--- src/rtl/cpu_pkg.sv ---
// ---------------------------------------------------------------------------
// cpu_pkg
// Shared definitions for the front end of the CPU: the fetch FSM state
// encoding, the default reset PC and the canonical NOP instruction word.
// No ports; imported by fetch_unit and pc_reg.
// ---------------------------------------------------------------------------
package cpu_pkg;

    // Default architectural width for addresses and instruction words.
    localparam int XLEN_DEFAULT = 32;

    // PC loaded when the core comes out of reset.
    localparam logic [31:0] PC_RESET_DEFAULT = 32'h0000_3000;

    // addi x0, x0, 0 -- used wherever a harmless filler instruction is needed.
    localparam logic [31:0] INST_NOP = 32'h0000_0013;

    // Fetch FSM states:
    //   S_REQ   - request presented to instruction memory
    //   S_WAIT  - request accepted, waiting for the instruction word
    //   S_HOLD  - instruction buffered, waiting for downstream to take it
    //   S_DRAIN - a killed request is still outstanding; swallow its response
    typedef enum logic [1:0] {
        S_REQ   = 2'd0,
        S_WAIT  = 2'd1,
        S_HOLD  = 2'd2,
        S_DRAIN = 2'd3
    } fetch_state_e;

endpackage

--- src/rtl/pc_reg.sv ---
// ---------------------------------------------------------------------------
// pc_reg
// Architectural program-counter register with load and increment enables
// plus the PC+4 adder shared with the next-PC select logic.
//
// Ports:
//   clk        in   system clock, rising edge
//   rst        in   synchronous active-high reset, loads PC_RESET
//   load_i     in   load load_pc_i into the PC (wins over inc_i)
//   load_pc_i  in   value to load
//   inc_i      in   advance the PC by 4
//   pc_o       out  current PC
//   pc_add4_o  out  current PC + 4, wraps modulo 2^XLEN
// ---------------------------------------------------------------------------
module pc_reg
    import cpu_pkg::*;
#(
    parameter int              XLEN     = XLEN_DEFAULT,
    parameter logic [XLEN-1:0] PC_RESET = PC_RESET_DEFAULT
) (
    input  logic            clk,
    input  logic            rst,
    input  logic            load_i,
    input  logic [XLEN-1:0] load_pc_i,
    input  logic            inc_i,
    output logic [XLEN-1:0] pc_o,
    output logic [XLEN-1:0] pc_add4_o
);

    logic [XLEN-1:0] pc_q;
    logic [XLEN-1:0] pc_d;
    logic [XLEN-1:0] pcAdd4;

    // The adder simply drops the carry out, so the top word wraps to zero.
    assign pcAdd4 = pc_q + XLEN'(4);

    // A load always beats an increment: a redirect arriving in the same
    // cycle the current instruction retires must not be offset by 4.
    always_comb begin
        pc_d = pc_q;
        if (load_i) begin
            pc_d = load_pc_i;
        end else if (inc_i) begin
            pc_d = pcAdd4;
        end
    end

    // PC state register.
    always_ff @(posedge clk) begin
        if (rst) begin
            pc_q <= PC_RESET;
        end else begin
            pc_q <= pc_d;
        end
    end

    assign pc_o      = pc_q;
    assign pc_add4_o = pcAdd4;

endmodule

--- src/rtl/fetch_unit.sv ---
// ---------------------------------------------------------------------------
// fetch_unit
// PC and instruction-fetch stage. Issues one instruction-memory request at a
// time, buffers the returned word together with its PC and hands it
// downstream. Redirects reload the PC and kill any stale in-flight fetch.
//
// Ports:
//   clk              in   system clock, rising edge
//   rst              in   synchronous active-high reset
//   redirect_valid   in   taken jump/branch: load redirect_pc
//   redirect_pc      in   redirect target (low two bits ignored)
//   imem_req_valid   out  fetch request valid (registered)
//   imem_req_ready   in   memory accepts the request
//   imem_addr        out  fetch address, always the current PC
//   imem_resp_valid  in   instruction word valid, one per accepted request
//   imem_resp_data   in   instruction word
//   if_valid         out  buffered instruction available (registered)
//   if_ready         in   downstream consumes the instruction
//   if_pc            out  PC of the buffered instruction (registered)
//   if_inst          out  buffered instruction (registered)
//   pc_add4          out  current PC + 4 for the next-PC select stage
// ---------------------------------------------------------------------------
module fetch_unit
    import cpu_pkg::*;
#(
    parameter logic [31:0] PC_RESET = PC_RESET_DEFAULT,
    parameter int          XLEN     = 32
) (
    input  logic            clk,
    input  logic            rst,
    input  logic            redirect_valid,
    input  logic [XLEN-1:0] redirect_pc,
    output logic            imem_req_valid,
    input  logic            imem_req_ready,
    output logic [XLEN-1:0] imem_addr,
    input  logic            imem_resp_valid,
    input  logic [XLEN-1:0] imem_resp_data,
    output logic            if_valid,
    input  logic            if_ready,
    output logic [XLEN-1:0] if_pc,
    output logic [XLEN-1:0] if_inst,
    output logic [XLEN-1:0] pc_add4
);

    fetch_state_e    state_q;
    fetch_state_e    state_d;
    logic            reqValid_q;
    logic            reqValid_d;
    logic            ifValid_q;
    logic            ifValid_d;
    logic [XLEN-1:0] ifPc_q;
    logic [XLEN-1:0] ifInst_q;
    logic [XLEN-1:0] pc;
    logic [XLEN-1:0] redirectAligned;
    logic            handshake;
    logic            latchResp;
    logic            consume;
    logic            incPc;

    // Redirect targets are forced word aligned before they reach the PC.
    assign redirectAligned = {redirect_pc[XLEN-1:2], 2'b00};

    // The request is only "seen" by memory when our registered valid is up,
    // so the handshake is qualified by the register, not by the state.
    assign handshake = reqValid_q & imem_req_ready;

    // A response is captured only when it belongs to a live fetch.
    assign latchResp = (state_q == S_WAIT) & imem_resp_valid & ~redirect_valid;

    // Downstream takes the buffered word; a same-cycle redirect drops it
    // instead, so no PC increment happens in that case.
    assign consume = (state_q == S_HOLD) & if_ready;
    assign incPc   = consume & ~redirect_valid;

    pc_reg #(
        .XLEN     (XLEN),
        .PC_RESET (PC_RESET)
    ) u_pc_reg (
        .clk       (clk),
        .rst       (rst),
        .load_i    (redirect_valid),
        .load_pc_i (redirectAligned),
        .inc_i     (incPc),
        .pc_o      (pc),
        .pc_add4_o (pc_add4)
    );

    // Next-state logic. A redirect takes precedence everywhere: if a request
    // has already been accepted (or is accepted this very cycle) and its
    // response has not yet shown up, we must go swallow it in S_DRAIN;
    // otherwise we can go straight back to requesting the new PC.
    // In S_DRAIN the arriving response always ends the drain, even when a
    // further redirect lands in the same cycle -- staying would wait for a
    // response that will never come.
    always_comb begin
        state_d = state_q;
        case (state_q)
            S_REQ: begin
                if (redirect_valid) begin
                    state_d = handshake ? S_DRAIN : S_REQ;
                end else if (handshake) begin
                    state_d = S_WAIT;
                end
            end
            S_WAIT: begin
                if (imem_resp_valid) begin
                    state_d = redirect_valid ? S_REQ : S_HOLD;
                end else if (redirect_valid) begin
                    state_d = S_DRAIN;
                end
            end
            S_HOLD: begin
                if (redirect_valid || if_ready) begin
                    state_d = S_REQ;
                end
            end
            S_DRAIN: begin
                if (imem_resp_valid) begin
                    state_d = S_REQ;
                end
            end
            default: begin
                state_d = S_REQ;
            end
        endcase
    end

    // The request valid is registered and follows the next state, so it is
    // high exactly in the cycles where the FSM sits in S_REQ (apart from the
    // first cycle after reset, where it is still low).
    assign reqValid_d = (state_d == S_REQ);

    // Output buffer valid: cleared by a redirect or by consumption, set when
    // a live response is captured.
    always_comb begin
        ifValid_d = ifValid_q;
        if (redirect_valid) begin
            ifValid_d = 1'b0;
        end else if (latchResp) begin
            ifValid_d = 1'b1;
        end else if (consume) begin
            ifValid_d = 1'b0;
        end
    end

    // FSM, request valid and instruction buffer registers. Resetting puts
    // the FSM back in S_REQ, which ignores any response left over from
    // before the reset.
    always_ff @(posedge clk) begin
        if (rst) begin
            state_q    <= S_REQ;
            reqValid_q <= 1'b0;
            ifValid_q  <= 1'b0;
            ifPc_q     <= '0;
            ifInst_q   <= '0;
        end else begin
            state_q    <= state_d;
            reqValid_q <= reqValid_d;
            ifValid_q  <= ifValid_d;
            if (latchResp) begin
                ifPc_q   <= pc;
                ifInst_q <= imem_resp_data;
            end
        end
    end

    assign imem_req_valid = reqValid_q;
    assign imem_addr      = pc;
    assign if_valid       = ifValid_q;
    assign if_pc          = ifPc_q;
    assign if_inst        = ifInst_q;

endmodule

--- config.mk ---
export PLATFORM = sky130hd
export DESIGN_NAME = fetch_unit
export DESIGN_NICKNAME = d
export VERILOG_FILES = /design/src/rtl/cpu_pkg.sv /design/src/rtl/pc_reg.sv /design/src/rtl/fetch_unit.sv
export SDC_FILE = /design/constraint.sdc
export NUM_CORES = 1
export LEC_CHECK = 0
export ABC_AREA = 1
export CORE_UTILIZATION = 42
export CTS_CLUSTER_SIZE = 25
export DETAILED_ROUTE_END_ITERATION = 7
export GPL_ROUTABILITY_DRIVEN = 0
export GPL_TIMING_DRIVEN = 0
export HOLD_SLACK_MARGIN = 0.02
export PLACE_DENSITY = 0.81
export SYNTH_ARGS = -nofsm -noshare
export SYNTH_HDL_FRONTEND = slang
export SYNTH_SLANG_ARGS = --single-unit
export TNS_END_PERCENT = 100
--- constraint.sdc ---
create_clock -name clk -period 1.98 [get_ports clk]
set_input_delay 0.495 -clock clk [delete_from_list [all_inputs] [get_ports clk]]
set_output_delay 0.495 -clock clk [all_outputs]
set_load 0.005 [all_outputs]
==> Word level (Yosys, flattened, before mapping) <==
Cells that the tools add are included.
{ "op_classes": {"n_addsub": 1, "multipliers": 0, "div_mod_pow": 0, "n_lt_le_gt_ge": 0, "eq_ne": 3, "shifts": 0, "muxes": 13, "n_bitwise": 6, "n_reduce_logical": 6} }
{ "ops": {"columns": ["operator", "n"], "rows": [
  ["32-bit 2-to-1 mux", 2],
  ["32-bit by 3-bit adder with 32-bit output (second input constant)", 1],
  ["2-bit 2-to-1 mux", 8],
  ["2-bit case mux with 4 select lines", 1],
  ["1-bit AND", 5],
  ["2-bit == test (second input constant)", 2],
  ["2-bit logical NOT", 2],
  ["2-bit nonzero test", 2],
  ["2-bit by 1-bit == test with 1-bit output (second input constant)", 1],
  ["1-bit 2-to-1 mux", 2],
  ["2-bit OR reduction", 1],
  ["1-bit logical OR", 1],
  ["1-bit inverter", 1]
]} }
{ "totals": {"regBits": 100, "latchBits": 0, "mem_bits_rw": 0, "romBits": 0, "out_inout_bits": 130, "word_cells": 36, "mem_count": 0} }

==> Logic depth before layout (Yosys ltp) <==
Gate-level depths: netlist of the first run.
{ "depth": {"word_depth": 5, "mapped_depth": 10, "mapped_depth_nobuf": 10} }

==> By module <==
Synthesis of the first run repeated with hierarchy kept, for this count alone.
{ "unflattened": {"cells_unflattened": 654, "hier_area_um2": 4947.2} }
{ "by_module_without_submodules": {"columns": ["mod", "instances", "cells_per_inst", "area_per_inst_um2", "seq_area_each_um2"], "rows": [
  ["fetch_unit", 1, 323, 2777.7, 1361.3],
  ["pc_reg", 1, 331, 2169.6, 640.6]
]} }

==> Worst setup path before layout of the first run <==
Ideal clock, no wire load.
{ "synth_path": {"path_type": "register to output", "from": "register u_pc_reg.pc_q[3], in the netlist u_pc_reg.pc_o[3]", "to": "output port pc_add4[12]", "t_arrival_ns": 1.297, "t_required_ns": 1.485, "path_slack_ns": 0.188, "path_stages_with_launch": 7, "path_buffers": 0, "path_cell_list": "dfxtp_1 ha_1 nand2_1 nor2_1 nand2_2 nor2_1 xor2_1"} }
{ "synth_between": {"elab_chain_cells": 1} }
{ "synth_lines": {"columns": ["item", "line_no", "source"], "rows": [
  ["from (decl)", "pc_reg.sv:30", "logic [XLEN-1:0] pc_q;"],
  ["from (signal assigned)", "pc_reg.sv:53", "pc_q <= pc_d;"],
  ["32-bit by 3-bit adder with 32-bit output", "pc_reg.sv:35", "assign pcAdd4 = pc_q + XLEN'(4);"],
  ["to (decl)", "fetch_unit.sv:42", "output logic [XLEN-1:0] pc_add4"]
]} }
No other way between the ends.

==> Worst setup path after layout of the first run <==
{ "layout_path": {"from": "register u_pc_reg.pc_q[3], in the netlist u_pc_reg.pc_o[3]", "to": "output port pc_add4[28]"} }
Same word-level chain as after synthesis.

==> results of run 1 <==
==> state kept, by name, indices dropped and copies added, names as in the netlist <==
register        count
if_inst            32
if_pc              30
if_valid            1
imem_req_valid      1
state_q             2
u_pc_reg.pc_o      30
==> cell families after synthesis <==
| family | after synthesis |
|---|---|
| compound gates | 126 |
| xor+xnor | 15 |
| fa+ha+maj | 1 |
| buf+inv | 86 |
| flops | 96 |
| other cells | 1 |
| simple gates | 333 |
==> cell type report <==
cell class / count / share of cell area
tap: 136 / 0.02244
sequential: 96 / 0.2630
clock inverter: 5 / 0.008416
timing repair buffer: 253 / 0.3079
buffer: 37 / 0.02393
inverter: 48 / 0.02409
multi-input combinational: 481 / 0.3315
clock buffer: 11 / 0.01865
==> Yosys cell counts <==
cell type / count / area, um^2
a211oi_1: 1 / 7.510
ha_1: 1 / 12.51
a22oi_1: 2 / 15.01
o21ai_1: 2 / 10.01
nor2_2: 2 / 12.51
nand2_2: 2 / 12.51
dfxtp_1: 96 / 1922
a21oi_1: 38 / 190.2
and2_1: 4 / 25.02
a31oi_1: 8 / 50.05
xor2_2: 4 / 65.06
xnor2_1: 4 / 35.03
o211ai_1: 1 / 7.510
xor2_1: 7 / 61.31
clkbuf_2: 2 / 10.01
conb_1: 1 / 3.750
clkbuf_1: 18 / 67.56
nor2_4: 6 / 67.56
buf_1: 1 / 3.750
nand2_1: 163 / 611.8
nand3_1: 20 / 100.1
buf_2: 10 / 50.05
inv_2: 1 / 3.750
nand2_4: 1 / 11.26
o21ai_0: 74 / 370.4
nor2_1: 135 / 506.7
buf_4: 7 / 52.55
inv_1: 47 / 176.4
==> worst min-delay path by stage <==
stage,startpoint,endpoint,slack [ns],cells past startpoint
after detailed placement,if_valid,if_valid,0.46,2
final,if_valid,if_valid,0.49,2
after global routing,if_pc[15],if_pc[15],0.52,2
after floorplan,if_valid,if_valid,0.46,2
after CTS,if_valid,if_valid,0.48,2
after global placement,if_valid,if_valid,0.46,2
==> routing by layer <==
metal | part of all wire | up-vias | track usage | routed length (um)
li1 | - | 2588 | - | -
met1 | 0.38 | 2548 | 0.3588 | 6801
met2 | 0.49 | 349 | 0.5416 | 8725
met3 | 0.088 | 64 | 0.06176 | 1558
met4 | 0.034 | 0 | 0.1338 | 595
met5 | 0 | - | 0 | 0
==> what timing repair did <==
item / in CTS / in global routing
pin swaps: 34 / 33
endpoints found under the setup margin: 29 / 58
setup buffers: 53 / 18
gates resized for setup: 207 / 42
==> metrics by stage <==
step                hold slack (ns)  total power (uW)  area [um^2]    util  worst slack (ns)
floorplan                    0.4643              2383         4481       -            0.1878
global placement             0.4624              2813         6553  0.6347           -0.5636
detailed placement           0.4618              2825         6553  0.6347           -0.6478
CTS                          0.4786              4179         7376  0.7145           -0.3189
global route                 0.5169              4398         7582  0.7345           -0.4765
finish                       0.4882              4239         7582  0.7345           -0.3683
==> power breakdown <==
part | internal [uW] | total [uW] | leakage [uW] | switching [uW]
Combinational | 442 | 813 | 0.00225 | 371
Clock | 629 | 1350 | 0.000100 | 722
Sequential | 2000 | 2080 | 0.000794 | 76.6
Total | 3070 | 4240 | 0.00314 | 1170
==> worst max-delay path, stage by stage, from the launching register on <==
cell	delay, ns
dfxtp_4	0.41
ha_4	0.17
nand3_2	0.15
nor2_4	0.17
and2_4	0.16
nand2_1	0.05
nand2_1	0.05
nand2_1	0.06
dlygate4sd2_1	0.27
==> cells in the final DEF, fill, tap and decap left out, drive strengths merged <==
master,instances
clkinv,2
xor2,11
a21oi,38
inv,49
bufinv,1
clkdlybuf4s50,161
dlygate4sd2,2
o211ai,1
clkdlybuf4s15,1
nand2,166
a211oi,1
dfxtp,96
nor2,143
clkbuf,31
nand3,20
conb,6
and2,4
ha,1
o21ai,76
a22oi,2
buf,106
clkinvlp,1
a31oi,8
xnor2,4
==> results.yml, run 1 <==
yosys:
  synth_top_family_by_area: "simple AND/OR/NAND/NOR gates"
  synth_fa_ha_area_frac: 0.002804
  syn_inst: 658
  synth_area_um2: 4462
  synthDistinctLibCells: 28
  yosys.area_share.simple: 0.3020
  synth_area_per_cell_um2: 6.781
  synth_warnings: 0
  synth_compound_area_frac: 0.1458
  synthMuxAreaShare: 0
  ys_seq_elements: 96
  synth_xor_area_frac: 0.03617
  synth-seq-area-share: 0.4307
placed_design:
  dp_cells: 989
  dp_hpwl_um: 11230
  portBuffers: 190
timing:
  worstMarginPinSlew_ns: 0.6266
  tns_ns: -6.481
  period_needed_ns: 2.348
  finalClockSkew_ns: 0.006553
  worst_slack_ns: -0.3683
  relSlewSlack: 0.5823
  post-route-period-util: 1.186
  hold_viol: 0
  drv_slew: 0
  rsz0062_at_grt: "true"
  fmax_mhz: 425.8
  setup_violations: 25
worst_setup_path:
  startpoint: "u_pc_reg.pc_o[3]"
  crit_path_max_fanout: 5
  cp.required_ns: 1.48
  critPathCaptureType: "primary output"
  cp.arrival_ns: 1.85
  r2r_start: "u_pc_reg.pc_o[2]"
  critPathLaunchType: "flip-flop"
  regToRegEndpoint: "u_pc_reg.pc_o[21]"
  r2r_cells: 14
  worstSetupEndpoint: "pc_add4[28]"
  rrSetupSlack_ns: 0.06
  worstSetupPathType: "flip-flop to primary output"
cells_and_area:
  stdcell_count: 1067
  nNetsFinal: 997
  area_growth_pct: 69.94
  drive_above_1_share: 0.2385
  n_antenna_cell: 0
  register_area_um2: 1994
  fill_cells: 757
  multiInputGateArea_um2: 2514
die:
  rows: 37
  die_w_um: 105.1
  ioPinCount: 200
  die_area_um2: 11040
  core_area_um2: 10320
  die_h_um: 105.1
  start_util: 0.4322
routing:
  drc_errors: 0
  ant_nets: 0
  firstDrtPassIters: 5
  drt-total-wl_um: 17680
  vias: 5549
  drt_iter0_drc: 543
  wire_per_inst_um: 16.57
  vias_per_cell: 5.201
global_route:
  grt_max_degree: 17
  antenna_found_initial: 0
  globalRoute.totalOverflow: 0
  grt_usage: 0.3070
  grt_pass1_wl_um: 26520
  grt_pass1_vias: 5363
run_status:
  outcome: "finished, violations left"
  violations: "negative setup slack"
clock_network:
  ctsHoldBuffers: 0
  path_clk_slew_ns: 0.10
  cts_root_buf: "clkbuf_8"
  cts_buffers: 9
  clk_latency_ns: 0.37
  cts_sinks: 96
  cts_tree: "built"
  clockBufferDepth: 2
  htreeDepth: 3
pwr:
  p_per_area_nw_per_um2: 559.1
  p_leak_uw: 0.003141
  ir_drop_uv: 407.1
job:
  cap_viol_max_count: 0
min_path:
  worst_hold_path_type: "flip-flop to flip-flop"
(Power assumes the default switching activity.)
==> run 2: changes to the inputs <==
--- a/config.mk
+++ b/config.mk
@@ -7,4 +7,5 @@
 export LEC_CHECK = 0
 export ABC_AREA = 1
+export CORE_ASPECT_RATIO = 0.8
 export CORE_UTILIZATION = 42
 export CTS_CLUSTER_SIZE = 25
@@ -13,4 +14,5 @@
 export GPL_TIMING_DRIVEN = 0
 export HOLD_SLACK_MARGIN = 0.02
+export MAX_ROUTING_LAYER = met4
 export PLACE_DENSITY = 0.81
 export SYNTH_ARGS = -nofsm -noshare
==> constraint.sdc (replaced) <==
create_clock -name clk -period 1.98 [get_ports clk]
set_input_delay 0.396 -clock clk [delete_from_list [all_inputs] [get_ports clk]]
set_output_delay 0.396 -clock clk [all_outputs]
set_load 0.005 [all_outputs]
==> run 2 against run 1 <==
Against the previous run:
- the flow still finishes with violations (negative setup slack)
- global-route usage is 2.3 points higher
- highest routed layer unchanged
- critical path type unchanged
- critical endpoint is now pc_add4[31]
- design area grew 2.1%
- sequential power about the same
- largest power group unchanged
- largest cell class is now multi-input combinational cells
- first-iteration DRC count fell by 22%
- clock skew rose by 0.0033 ns
- utilization up 1.9 points
- non-clock buffer count rose by 5
- wire length up 4.0%
==> results.yml, run 2 (synthesis results as in run 1) <==
run_status:
  outcome: "finished, violations left"
  violations: "negative setup slack"
cells_and_area:
  area_growth_pct: 73.53
  largest_register_ffs: 32
  post-route-util: 0.7531
  drive_above_1_share: 0.2447
  design_area_um2: 7742
  register_area_um2: 1998
  nNetsFinal: 1002
  multiInputGateArea_um2: 2561
  final_common_cell: "clkdlybuf4s50_1"
  final_cell_mix: "clkdlybuf4s50_1 (162), nand2_1 (137), nor2_1 (117), o21ai_0 (74), dfxtp_1 (71)"
  n_antenna_cell: 0
  fill_cells: 710
pwr:
  p_sw_uw: 1241
  ir_drop_uv: 409.4
  total_power_uw: 4605
  sequentialPowerShare: 0.451
  swShare: 0.2696
  p_leak_uw: 0.003209
  combPwrFrac: 0.179
  clkPwrFrac: 0.370
  p_per_area_nw_per_um2: 594.7
  p_int_uw: 3363
min_path:
  worst_hold_path_type: "flip-flop to flip-flop"
  whs_path_depth: 2
routing:
  dr_wl_met2_um: 8793
  drc_errors: 0
  vias: 5703
  vias_per_cell: 5.300
  ant_nets: 0
  top_layer_used: "met4"
  met1_length_um: 6944
  drt-total-wl_um: 18390
  firstDrtPassIters: 5
  drt_iter0_drc: 426
  wl_met3_um: 1915
  wire_per_inst_um: 17.09
global_route:
  grt_pass1_wl_um: 26570
  grt_max_degree: 16
  grt_usage: 0.3296
  grt_pass1_vias: 5466
  globalRoute.totalOverflow: 0
  antenna_found_initial: 0
worst_setup_path:
  cp.required_ns: 1.58
  crit_path_max_fanout: 4
  worstSetupPathType: "flip-flop to primary output"
  critPathLaunchType: "flip-flop"
  critPathCaptureType: "primary output"
  r2r_cells: 7
  cp.arrival_ns: 1.84
timing:
  hold_viol: 0
  drv_slew: 0
  worst_slack_ns: -0.2539
  finalClockSkew_ns: 0.009902
  rsz0062_at_grt: "true"
  period_needed_ns: 2.234
  fmax_mhz: 447.7
  setup_violations: 23
  relSlewSlack: 0.5254
  worstMarginPinSlew_ns: 0.7119
  post-route-period-util: 1.128
  whs_ns: 0.4844
clock_network:
  cts_buffers: 9
  clk_latency_ns: 0.35
  htreeDepth: 3
  cts_root_buf: "clkbuf_16"
  path_clk_slew_ns: 0.07
  cts_tree: "built"
  clockBufferDepth: 2
  cts_sinks: 96
  ctsHoldBuffers: 0
die:
  die_h_um: 94.19
  start_util: 0.4340
  rows: 33
  die_w_um: 117.2
  core_area_um2: 10280
  ioPinCount: 200
  die_area_um2: 11040
placed_design:
  dp_hpwl_um: 11790
  portBuffers: 190
  place_area_um2: 6558
job:
  cap_viol_max_count: 0
run 2: changes by cell type in the layout (fill, tap and decap cells not counted), moves of 6 or more:
cell       delta
buf_2         -6
nor2_1        -6
nand3_2       -8
clkbuf_8      -8
clkbuf_16     +9
buf_6         -6
buf_4        +10
nand3_1       +6
run 2: final cells by class:
type / instances / area share
Clock buffer: 12 / 0.03313
Tap cell: 140 / 0.02262
Multi-Input combinational cell: 481 / 0.3308
Buffer: 38 / 0.02408
Inverter: 48 / 0.02327
Sequential cell: 96 / 0.2581
Clock inverter: 4 / 0.003717
Timing Repair Buffer: 257 / 0.3043
run 2: critical path, cell delays in order, from the launching register on:
cell and delay (ns):
dfxtp_4 0.38, inv_2 0.07, nor2_4 0.16, buf_4 0.13, nand2_2 0.07, nor2_4 0.17, buf_6 0.14, nand2_1 0.07
nand2_1 0.07, nand2_1 0.07, buf_2 0.14
run 2: repair_timing:
item,4_1_cts,5_1_grt
pin swaps,37,30
gates resized for setup,200,49
setup endpoints to repair,28,54
hold endpoints to repair,0,0
buffers inserted,60,9
run 2: per-stage QoR:
stage	setup TNS (ns)	std cells	setup slack [ns]
2_1_floorplan	0	663	0.2868
3_3_place_gp	-14.70	993	-0.4479
3_5_place_dp	-18.25	993	-0.5004
4_1_cts	-2.703	1068	-0.2177
5_1_grt	-5.075	1076	-0.3474
6_report	-3.503	1076	-0.2539
run 2: layer usage:
metal	GRT usage	vias to the layer above
li1	-	2604
met1	0.3528	2653
met3	0.07677	76
met2	0.5681	370
met4	0.1677	0
met5	-	-
run 2: worst paths after layout:
check                   start     endpoint  slack, ns
max          u_pc_reg.pc_o[2]  pc_add4[31]      -0.25
min                if_inst[0]   if_inst[0]       0.48
max reg2reg        state_q[0]    if_pc[15]       0.07
min reg2reg        if_inst[0]   if_inst[0]       0.48
run 2: power by group through the flow:
stage               clock, uW  sequential, uW  combinational [uW]
finish                   1700            2080                 822
global route             1790            2080                 885
CTS                      1710            2070                 776
detailed placement          0            2130                 697
global placement            0            2130                 683
floorplan                   0            2120                 263
